`config.mk`:
```
export PLATFORM = sky130hd
export DESIGN_NAME = mem_arbiter_flat
export DESIGN_NICKNAME = d
export VERILOG_FILES = /design/src/rtl/mem_arbiter_if.sv /design/src/rtl/mem_arbiter.sv /design/src/flat_wrapper.sv
export SDC_FILE = /design/constraint.sdc
export NUM_CORES = 1
export LEC_CHECK = 0
export BUFFER_PORTS_ARGS = -buffer_cell sky130_fd_sc_hd__buf_4
export CELL_PAD_IN_SITES_DETAIL_PLACEMENT = 0
export CELL_PAD_IN_SITES_GLOBAL_PLACEMENT = 2
export CORE_UTILIZATION = 23
export DETAILED_ROUTE_END_ITERATION = 7
export PLACE_DENSITY_LB_ADDON = 0.1
export SLEW_MARGIN = 20
export SYNTH_ARGS = -nofsm -noshare
export SYNTH_HDL_FRONTEND = slang
export SYNTH_SLANG_ARGS = --single-unit
```
`constraint.sdc`:
```
create_clock -name CLK -period 1.8 [get_ports CLK]
set_clock_uncertainty 0.1 [all_clocks]
set_input_delay 0.18 -clock CLK [delete_from_list [all_inputs] [get_ports CLK]]
set_output_delay 0.18 -clock CLK [all_outputs]
set_load 0.01 [all_outputs]
```
`src/rtl/mem_arbiter_if.sv`:
```
// rtl/mem_arbiter_if.sv - requester and memory-pin bundle shared by mem_arbiter and its users
interface mem_arbiter_if #(
    parameter int AW = 16,
    parameter int DW = 16
);
    logic          cpu_req;
    logic          cpu_we;
    logic [AW-1:0] cpu_addr;
    logic [DW-1:0] cpu_wdata;
    logic [DW-1:0] cpu_rdata;
    logic          cpu_ack;

    logic          dbg_req;
    logic          dbg_we;
    logic [AW-1:0] dbg_addr;
    logic [DW-1:0] dbg_wdata;
    logic [DW-1:0] dbg_rdata;
    logic          dbg_ack;

    logic          MemRead;
    logic          MemWrite;
    logic [AW-1:0] ADDR;
    logic [DW-1:0] DataIn;
    logic [DW-1:0] MemOut;

    logic          busy;
    logic          owner;

    modport slave (
        input  cpu_req, cpu_we, cpu_addr, cpu_wdata,
        output cpu_rdata, cpu_ack,
        input  dbg_req, dbg_we, dbg_addr, dbg_wdata,
        output dbg_rdata, dbg_ack,
        output MemRead, MemWrite, ADDR, DataIn,
        input  MemOut,
        output busy, owner
    );

    modport master (
        output cpu_req, cpu_we, cpu_addr, cpu_wdata,
        input  cpu_rdata, cpu_ack,
        output dbg_req, dbg_we, dbg_addr, dbg_wdata,
        input  dbg_rdata, dbg_ack,
        input  MemRead, MemWrite, ADDR, DataIn,
        output MemOut,
        input  busy, owner
    );
endinterface

```
`src/rtl/mem_arbiter.sv`:
```
// rtl/mem_arbiter.sv - CPU/debug arbiter in front of a single-port memory (IDLE/ISSUE/WAIT/RESP)
// Define MEM_ARB_DBG_PRIORITY_EN for fixed debug priority; round-robin otherwise.
module mem_arbiter #(
    parameter int AW      = 16,
    parameter int DW      = 16,
    parameter int MEM_LAT = 1
) (
    input  logic         CLK,
    input  logic         reset,
    mem_arbiter_if.slave bus
);
    localparam int CW = (MEM_LAT > 1) ? $clog2(MEM_LAT) : 1;
    localparam logic [CW-1:0] CNT_LOAD = CW'(MEM_LAT - 1);

    typedef enum logic [1:0] {
        S_IDLE  = 2'd0,
        S_ISSUE = 2'd1,
        S_WAIT  = 2'd2,
        S_RESP  = 2'd3
    } state_t;

    state_t        state_q, state_d;
    logic          owner_q, owner_d;
    logic          we_q, we_d;
    logic [AW-1:0] addr_q, addr_d;
    logic [DW-1:0] wdata_q, wdata_d;
    logic [CW-1:0] cnt_q, cnt_d;
    logic [DW-1:0] cpu_rdata_q, cpu_rdata_d;
    logic [DW-1:0] dbg_rdata_q, dbg_rdata_d;
    logic          grant_dbg;

    // Contest resolution; an uncontested request simply wins.
    always_comb begin
        grant_dbg = 1'b0;
        if (bus.cpu_req && bus.dbg_req) begin
`ifdef MEM_ARB_DBG_PRIORITY_EN
            grant_dbg = 1'b1;
`else
            grant_dbg = !owner_q;
`endif
        end else begin
            grant_dbg = bus.dbg_req;
        end
    end

    always_comb begin
        state_d     = state_q;
        owner_d     = owner_q;
        we_d        = we_q;
        addr_d      = addr_q;
        wdata_d     = wdata_q;
        cnt_d       = cnt_q;
        cpu_rdata_d = cpu_rdata_q;
        dbg_rdata_d = dbg_rdata_q;
        unique case (state_q)
            S_IDLE: begin
                if (bus.cpu_req || bus.dbg_req) begin
                    owner_d = grant_dbg;
                    we_d    = grant_dbg ? bus.dbg_we    : bus.cpu_we;
                    addr_d  = grant_dbg ? bus.dbg_addr  : bus.cpu_addr;
                    wdata_d = grant_dbg ? bus.dbg_wdata : bus.cpu_wdata;
                    state_d = S_ISSUE;
                end
            end
            S_ISSUE: begin
                cnt_d   = CNT_LOAD;
                state_d = S_WAIT;
            end
            S_WAIT: begin
                if (cnt_q == '0) begin
                    // Writes leave both read-data registers untouched.
                    if (!we_q) begin
                        if (owner_q) begin
                            dbg_rdata_d = bus.MemOut;
                        end else begin
                            cpu_rdata_d = bus.MemOut;
                        end
                    end
                    state_d = S_RESP;
                end else begin
                    cnt_d = cnt_q - 1'b1;
                end
            end
            S_RESP: begin
                state_d = S_IDLE;
            end
            default: begin
                state_d = S_IDLE;
            end
        endcase
    end

    always_ff @(posedge CLK or posedge reset) begin
        if (reset) begin
            state_q     <= S_IDLE;
            owner_q     <= 1'b0;
            we_q        <= 1'b0;
            addr_q      <= '0;
            wdata_q     <= '0;
            cnt_q       <= '0;
            cpu_rdata_q <= '0;
            dbg_rdata_q <= '0;
        end else begin
            state_q     <= state_d;
            owner_q     <= owner_d;
            we_q        <= we_d;
            addr_q      <= addr_d;
            wdata_q     <= wdata_d;
            cnt_q       <= cnt_d;
            cpu_rdata_q <= cpu_rdata_d;
            dbg_rdata_q <= dbg_rdata_d;
        end
    end

    assign bus.MemRead   = (state_q == S_ISSUE) && !we_q;
    assign bus.MemWrite  = (state_q == S_ISSUE) && we_q;
    assign bus.ADDR      = addr_q;
    assign bus.DataIn    = wdata_q;
    assign bus.cpu_ack   = (state_q == S_RESP) && !owner_q;
    assign bus.dbg_ack   = (state_q == S_RESP) && owner_q;
    assign bus.cpu_rdata = cpu_rdata_q;
    assign bus.dbg_rdata = dbg_rdata_q;
    assign bus.busy      = (state_q != S_IDLE);
    assign bus.owner     = owner_q;
endmodule

```
`src/flat_wrapper.sv`:
```
// flat-port wrapper written by rule: the top's interface ports become plain ports
module mem_arbiter_flat 
#(
    parameter int AW      = 16,
    parameter int DW      = 16,
    parameter int MEM_LAT = 1
)
  (CLK, reset, bus_cpu_req, bus_cpu_we, bus_cpu_addr, bus_cpu_wdata, bus_cpu_rdata, bus_cpu_ack, bus_dbg_req, bus_dbg_we, bus_dbg_addr, bus_dbg_wdata, bus_dbg_rdata, bus_dbg_ack, bus_MemRead, bus_MemWrite, bus_ADDR, bus_DataIn, bus_MemOut, bus_busy, bus_owner);
  mem_arbiter_if #(.AW(AW), .DW(DW)) bus_i ();
  input  logic CLK;
  input  logic reset;
  input wire logic [$bits(bus_i.cpu_req)-1:0] bus_cpu_req;
  input wire logic [$bits(bus_i.cpu_we)-1:0] bus_cpu_we;
  input wire logic [$bits(bus_i.cpu_addr)-1:0] bus_cpu_addr;
  input wire logic [$bits(bus_i.cpu_wdata)-1:0] bus_cpu_wdata;
  output wire logic [$bits(bus_i.cpu_rdata)-1:0] bus_cpu_rdata;
  output wire logic [$bits(bus_i.cpu_ack)-1:0] bus_cpu_ack;
  input wire logic [$bits(bus_i.dbg_req)-1:0] bus_dbg_req;
  input wire logic [$bits(bus_i.dbg_we)-1:0] bus_dbg_we;
  input wire logic [$bits(bus_i.dbg_addr)-1:0] bus_dbg_addr;
  input wire logic [$bits(bus_i.dbg_wdata)-1:0] bus_dbg_wdata;
  output wire logic [$bits(bus_i.dbg_rdata)-1:0] bus_dbg_rdata;
  output wire logic [$bits(bus_i.dbg_ack)-1:0] bus_dbg_ack;
  output wire logic [$bits(bus_i.MemRead)-1:0] bus_MemRead;
  output wire logic [$bits(bus_i.MemWrite)-1:0] bus_MemWrite;
  output wire logic [$bits(bus_i.ADDR)-1:0] bus_ADDR;
  output wire logic [$bits(bus_i.DataIn)-1:0] bus_DataIn;
  input wire logic [$bits(bus_i.MemOut)-1:0] bus_MemOut;
  output wire logic [$bits(bus_i.busy)-1:0] bus_busy;
  output wire logic [$bits(bus_i.owner)-1:0] bus_owner;
  assign bus_i.cpu_req = bus_cpu_req;
  assign bus_i.cpu_we = bus_cpu_we;
  assign bus_i.cpu_addr = bus_cpu_addr;
  assign bus_i.cpu_wdata = bus_cpu_wdata;
  assign bus_cpu_rdata = bus_i.cpu_rdata;
  assign bus_cpu_ack = bus_i.cpu_ack;
  assign bus_i.dbg_req = bus_dbg_req;
  assign bus_i.dbg_we = bus_dbg_we;
  assign bus_i.dbg_addr = bus_dbg_addr;
  assign bus_i.dbg_wdata = bus_dbg_wdata;
  assign bus_dbg_rdata = bus_i.dbg_rdata;
  assign bus_dbg_ack = bus_i.dbg_ack;
  assign bus_MemRead = bus_i.MemRead;
  assign bus_MemWrite = bus_i.MemWrite;
  assign bus_ADDR = bus_i.ADDR;
  assign bus_DataIn = bus_i.DataIn;
  assign bus_i.MemOut = bus_MemOut;
  assign bus_busy = bus_i.busy;
  assign bus_owner = bus_i.owner;
  mem_arbiter #(.AW(AW), .DW(DW), .MEM_LAT(MEM_LAT)) u_core (.CLK(CLK), .reset(reset), .bus(bus_i));
endmodule
```
==> reports/qor.yml, run 1 <==
grt:
  antenna_found_initial: 0
  grt_pass1_wl_mm: 14.39
  grt-ovfl-total: 0
  grt_max_degree: 41
  grtUsageTotal_pct: 14.41
  grt_pass1_vias: 2998
power_and_ir_drop:
  p_per_area_nw_per_um2: 1547
  p_seq_share_pct: 32.5
  p_sw_share_pct: 32.26
  ir_drop_uv: 627.4
  p_int_mw: 5.764
  pwr-share-comb_pct: 43.6
  p_clk_share_pct: 23.8
  switchingPower_mw: 2.745
  p_leak_nw: 2.544
place:
  post_dp_cell_area_um2: 4377
  port-buffer-count: 155
  hpwl_mm: 5.741
  pre_cts_ws_ns: 0.1059
  place_congestion: 0.7071
setup_path:
  cpPeakStageDelay_ns: 0.40
  critPathCaptureType: "flop"
  crit_type: "flop to flop"
  crit_chain: "inv_1 > ha_2 > nor3b_4 > buf_12 > mux2_2"
  crit_fanout: 16
  critPathLaunchType: "flop"
  crit_required_ns: 1.92
  slowest_stage: "dfrtp_1"
  crit_arrival_ns: 1.80
floorplanning:
  ioPinCount: 156
  core_area_um2: 12260
  chipHeight_um: 115.1
  die_x_um: 115.1
  die_area_um2: 13250
  initial_core_util_pct: 23.99
  rows: 40
route:
  drt_iter0_markers: 120
  detail_route.wl_per_cell_um: 12.94
  drt_wl_total_mm: 8.810
  drc: 0
  vias: 2807
  vias_per_cell: 4.122
  ant_nets: 0
  dr.pass1.iters: 4
synthesis:
  syn_nets: 363
  ys_types: 24
  avgSynthCellArea_um2: 10.77
  synth_cells: 273
  syn_area_um2: 2942
  ys_ff_latch: 68
  ys_seq_area_share_pct: 57.85
  ys_warn_count: 0
final_layout:
  seqCellArea_um2: 1702
  nets: 599
  final_common_cell: "buf_4"
  n_antenna_cell: 0
  fin_area_um2: 5502
  multi_input_area_um2: 1132
  fillerInstances: 1218
  drive_above_1_share_pct: 43.27
  final_cell_mix: "buf_4, dlygate4sd3_1, dfrtp_1"
  area.growth.synth_to_final_pct: 87.03
timing:
  setup_slack_ns: 0.1218
  finalHoldViolCount: 0
  max_slew_margin_pct: 73.70
  drv_slew: 0
  fin_setup_tns_ns: 0
  period_minus_slack_ns: 1.678
  tightest_slew_ns: 0.3937
  maxClockFrequency_mhz: 595.9
  finalSetupViolations: 0
  finalCritPeriodShare_pct: 93.23
  rsz0062_at_grt: "no"
status:
  run_status: "complete, no violations"
cts:
  cts_tree: "built"
  clkTransAtPathRegs_ns: 0.06
  root_buffer: "clkbuf_16"
  htreeDepth: 3
  cts_max_path_buffers: 2
  cts_buffers: 9
  insertion_delay_ns: 0.33
  post_cts_buffers: 0
  cts.sinks: 68
job:
  max_cap_violations: 0
min_path:
  hold_path.class: "primary input to flop"
-- critical path, delay by kind of cell, from the launching register on --
kind / cells / cell delay (ns)
adders and majority gates: 1 / 0.21
buffers and inverters: 2 / 0.28
DFF: 1 / 0.40
muxes: 1 / 0.34
and+or+nand+nor: 1 / 0.22
-- cell families after synthesis --
kind of cell / share of synthesized area (%)
AOI/OAI and AO/OA: 8.550
adders and majority gates: 1.701
buffers and inverters: 4.126
DFF: 57.85
muxes: 12.63
and+or+nand+nor: 15.14
-- cell type report --
cell class | count | area share [%]
Tap cell | 168 | 3.821
Sequential cell | 68 | 30.93
Timing Repair Buffer | 242 | 38.16
Clock inverter | 6 | 2.070
Multi-Input combinational cell | 184 | 20.58
Clock buffer | 9 | 4.094
Inverter | 4 | 0.3411
-- per-layer routing --
layer  up-vias  global-route usage (%)  routed length [um]
li1       1393                       -                   -
met4         0                   6.061                 109
met2       110                   24.18                4180
met3        11                   5.166                 683
met1      1293                   16.63                3836
met5         -                       0                   0
-- metrics by stage --
stage	total power [mW]	util, %	cells	hold slack [ns]
6_report	8.509	44.87	681	0.01509
5_1_grt	9.152	44.87	681	0.01032
4_1_cts	8.649	44.83	681	0.0005829
3_5_place_dp	6.434	35.69	588	0.1009
3_3_place_gp	6.390	35.69	588	0.1014
2_1_floorplan	4.588	-	273	0.1871
-- Yosys cell counts, drive strengths merged --
master  instances  area [um^2]
a21bo           1        10.01
a21boi          1        11.26
a21oi           2        10.01
a31oi          34        212.7
and2            2        13.77
and2b           1        8.760
buf            14        85.08
clkbuf          3        21.27
dfrtp          68         1702
ha              4        50.05
inv             4        15.01
mux2           33        371.6
nand2          66        247.7
nand3b          1        11.26
nor2           34        127.6
nor2b           1        6.260
nor3            1        5.000
nor3b           1        18.77
o21a            1        7.510
or3             1        6.260
-- state kept, by name, indices dropped and copies added (netlist names) --
name                  cells
u_core.state_q            2
u_core.bus.cpu_rdata     16
u_core.bus.ADDR          16
u_core.we_q               1
u_core.bus.dbg_rdata     16
u_core.bus.owner          1
u_core.bus.DataIn        16
-- timing repair --
item | CTS | global route
hold endpoints to repair | 78 | 0
gates resized for setup | 0 | 2
endpoints found under the setup margin | 0 | 1
hold buffers | 78 | 0
-- final timing paths --
| path | from | end | slack, ns | cells after the start |
|---|---|---|---|---|
| worst max-delay path | u_core.state_q[0] | u_core.bus.cpu_rdata[6] | 0.12 | 5 |
| worst min-delay path | bus_dbg_wdata[2] | u_core.bus.DataIn[2] | 0.02 | 3 |
| worst max register to register | u_core.state_q[0] | u_core.bus.cpu_rdata[6] | 0.12 | 5 |
| worst min register to register | u_core.bus.dbg_rdata[2] | u_core.bus.dbg_rdata[2] | 0.40 | 1 |
| max in group asynchronous | reset | u_core.bus.DataIn[11] | 0.70 | 4 |
| min in group asynchronous | reset | u_core.bus.ADDR[4] | 0.31 | 3 |
-- power by group through the flow --
stage	Sequential [mW]	Clock, mW	Combinational, mW
6_report	2.77	2.03	3.71
5_1_grt	2.88	2.16	4.11
4_1_cts	2.78	2.10	3.77
3_5_place_dp	2.80	0	3.64
3_3_place_gp	2.78	0	3.61
2_1_floorplan	3.09	0	1.49
Power figures use the tool's default switching activity.
==> run 2, diff against run 1 <==
--- a/config.mk
+++ b/config.mk
@@ -10,7 +10,8 @@
 export CELL_PAD_IN_SITES_GLOBAL_PLACEMENT = 2
 export CORE_UTILIZATION = 23
 export DETAILED_ROUTE_END_ITERATION = 7
-export PLACE_DENSITY_LB_ADDON = 0.1
+export PLACE_DENSITY = 0.82
+export SKIP_LAST_GASP = 1
 export SLEW_MARGIN = 20
 export SYNTH_ARGS = -nofsm -noshare
 export SYNTH_HDL_FRONTEND = slang
==> run 2 against run 1 <==
Critical path depth stayed put. Highest routed layer unchanged. Sequential cell count is the same. Routed wire length increased by 2.8%. First-iteration DRC count increased by 18%. Die area unchanged. Global-route usage fell by 0.087 points. Hold slack worse by 0.0019 ns. Combinational power shrank 1%. Sequential power is essentially flat. Sequential share of layout area up 0.45 points. Core utilization shrank 0.64 points.
==> reports/qor.yml, run 2 (synthesis results as in run 1) <==
status:
  run_status: "complete, no violations"  # unchanged
timing:
  drv_slew: 0  # unchanged
  period_minus_slack_ns: 1.687  # was 1.678 ns
  finalSetupViolations: 0  # unchanged
  tightest_slew_ns: 0.3768  # was 0.3937 ns
  max_slew_margin_pct: 74.88  # was 73.70%
  fin_setup_tns_ns: 0  # unchanged
  finalCritPeriodShare_pct: 93.72  # was 93.23%
  maxClockFrequency_mhz: 592.8  # was 595.9 MHz
  rsz0062_at_grt: "no"  # unchanged
  finalHoldViolCount: 0  # unchanged
setup_path:
  critPathLaunchType: "flop"  # unchanged
  reg2reg_slack_ns: 0.11  # was 0.12 ns
  reg2reg_to: "u_core.state_q[1]"  # was u_core.bus.cpu_rdata[6]
  critPathLaunch: "u_core.state_q[1]"  # was u_core.state_q[0]
  crit_type: "flop to flop"  # unchanged
  crit_arrival_ns: 1.81  # was 1.80 ns
  endpoint: "u_core.state_q[1]"  # was u_core.bus.cpu_rdata[6]
  crit_required_ns: 1.92  # about the same
  critPathCaptureType: "flop"  # unchanged
  reg2reg_depth: 5  # unchanged
  timing.rr.start: "u_core.state_q[1]"  # was u_core.state_q[0]
  crit_fanout: 6  # was 16
grt:
  grt_pass1_wl_mm: 14.41  # was 14.39 mm
  grt-ovfl-total: 0  # unchanged
  antenna_found_initial: 0  # unchanged
  grtUsageTotal_pct: 14.32  # was 14.41%
  grt_pass1_vias: 3149  # was 2998
  grt_max_degree: 69  # was 41
place:
  port-buffer-count: 155  # unchanged
  hpwl_mm: 5.813  # was 5.741 mm
  dp_cells: 589  # was 588
  post_dp_cell_area_um2: 4352  # was 4377 um^2
  place_congestion: 0.6831  # was 0.7071
route:
  drc: 0  # unchanged
  drt_wl_total_mm: 9.060  # was 8.810 mm
  detail_route.wl_per_cell_um: 13.28  # was 12.94 um
  routed.top_layer: "met4"  # unchanged
  dr.pass1.iters: 4  # unchanged
  route.met2.wl_mm: 4.416  # was 4.180 mm
  ant_nets: 0  # unchanged
  met3_length_um: 793  # was 683 um
  vias: 2897  # was 2807
  wl_met1_mm: 3.689  # was 3.836 mm
  vias_per_cell: 4.248  # was 4.122
  drt_iter0_markers: 142  # was 120
floorplanning:
  ioPinCount: 156  # unchanged
  initial_core_util_pct: 23.99  # unchanged
  rows: 40  # unchanged
  chipHeight_um: 115.1  # unchanged
  core_area_um2: 12260  # unchanged
  die_x_um: 115.1  # unchanged
  die_area_um2: 13250  # unchanged
cts:
  cts_tree: "built"  # unchanged
  cts-resized-gates: 0  # unchanged
  htreeDepth: 3  # unchanged
  cts_buffers: 9  # unchanged
  clkTransAtPathRegs_ns: 0.06  # about the same
  insertion_delay_ns: 0.34  # was 0.33 ns
  cts_max_path_buffers: 2  # unchanged
  cts.sinks: 68  # unchanged
  root_buffer: "clkbuf_16"  # unchanged
final_layout:
  final_cell_mix: "buf_4, dlygate4sd3_1, dfrtp_1"  # unchanged
  fin_util_pct: 44.22  # was 44.87%
  nets: 599  # unchanged
  fin_area_um2: 5423  # was 5502 um^2
  finalNonFillerCells: 682  # was 681
  drive_above_1_share_pct: 43.39  # was 43.27%
  fillerInstances: 1160  # was 1218
  final_common_cell: "buf_4"  # unchanged
  area.growth.synth_to_final_pct: 84.35  # was 87.03%
  n_antenna_cell: 0  # unchanged
job:
  max_cap_violations: 0  # unchanged
power_and_ir_drop:
  ir_drop_uv: 585.1  # was 627.4 uV
  finalPower_mw: 8.260  # was 8.509 mW
  p_leak_nw: 2.523  # was 2.544 nW
  p_per_area_nw_per_um2: 1523  # was 1547 nW/um^2
min_path:
  hold_path.class: "primary input to flop"  # unchanged
-- run 2: final cells by class --
type,instances,area (um^2),area share (%)
clock buffers,10,239.0,4.407
well taps,168,210.2,3.876
repair buffers,242,2069,38.16
clock inverters,6,63.81,1.177
multi-input cells,184,1120,20.65
flip-flops and latches,68,1702,31.38
inverters,4,18.77,0.3461
-- run 2: power by group --
part / internal, mW / leakage (nW) / switching, mW
clock network: 1.11 / 0.144 / 0.679
logic: 2.06 / 1.60 / 1.61
registers: 2.33 / 0.775 / 0.475
total: 5.49 / 2.52 / 2.77
-- run 2: critical path: stages (launching register included) --
cell and delay (ns):
dfrtp_1 0.41, inv_1 0.09, ha_1 0.26, inv_1 0.08, or3_1 0.35, mux2_2 0.27
-- run 2: worst min-delay path by stage --
stage,from,end,slack [ns],cells past startpoint
6_report,bus_dbg_addr[7],u_core.bus.ADDR[7],0.01,3
3_5_place_dp,reset,u_core.bus.dbg_rdata[2],0.22,3
4_1_cts,bus_dbg_addr[7],u_core.bus.ADDR[7],0.0006,3
5_1_grt,bus_dbg_addr[7],u_core.bus.ADDR[7],0.005,3
2_1_floorplan,bus_cpu_req,u_core.bus.owner,0.19,1
3_3_place_gp,reset,u_core.bus.dbg_rdata[2],0.22,3
-- run 2: repair_timing --
action,4_1_cts,5_1_grt
buffers inserted,0,1
endpoints found under the hold margin,131,0
setup endpoints to repair,0,7
hold buffers,76,0
-- run 2: metal layers --
metal	track usage (%)	up-vias
met4	6.234	0
li1	-	1396
met2	24.74	132
met1	14.96	1355
met3	6.589	14
met5	0	-
-- run 2: per-stage QoR --
step	setup slack, ns	hold slack (ns)
after floorplan	0.07657	0.1871
after global placement	0.1464	0.2165
after detailed placement	0.09718	0.2242
after CTS	0.08435	0.0005678
after global routing	0.009718	0.005424
final	0.1131	0.01320
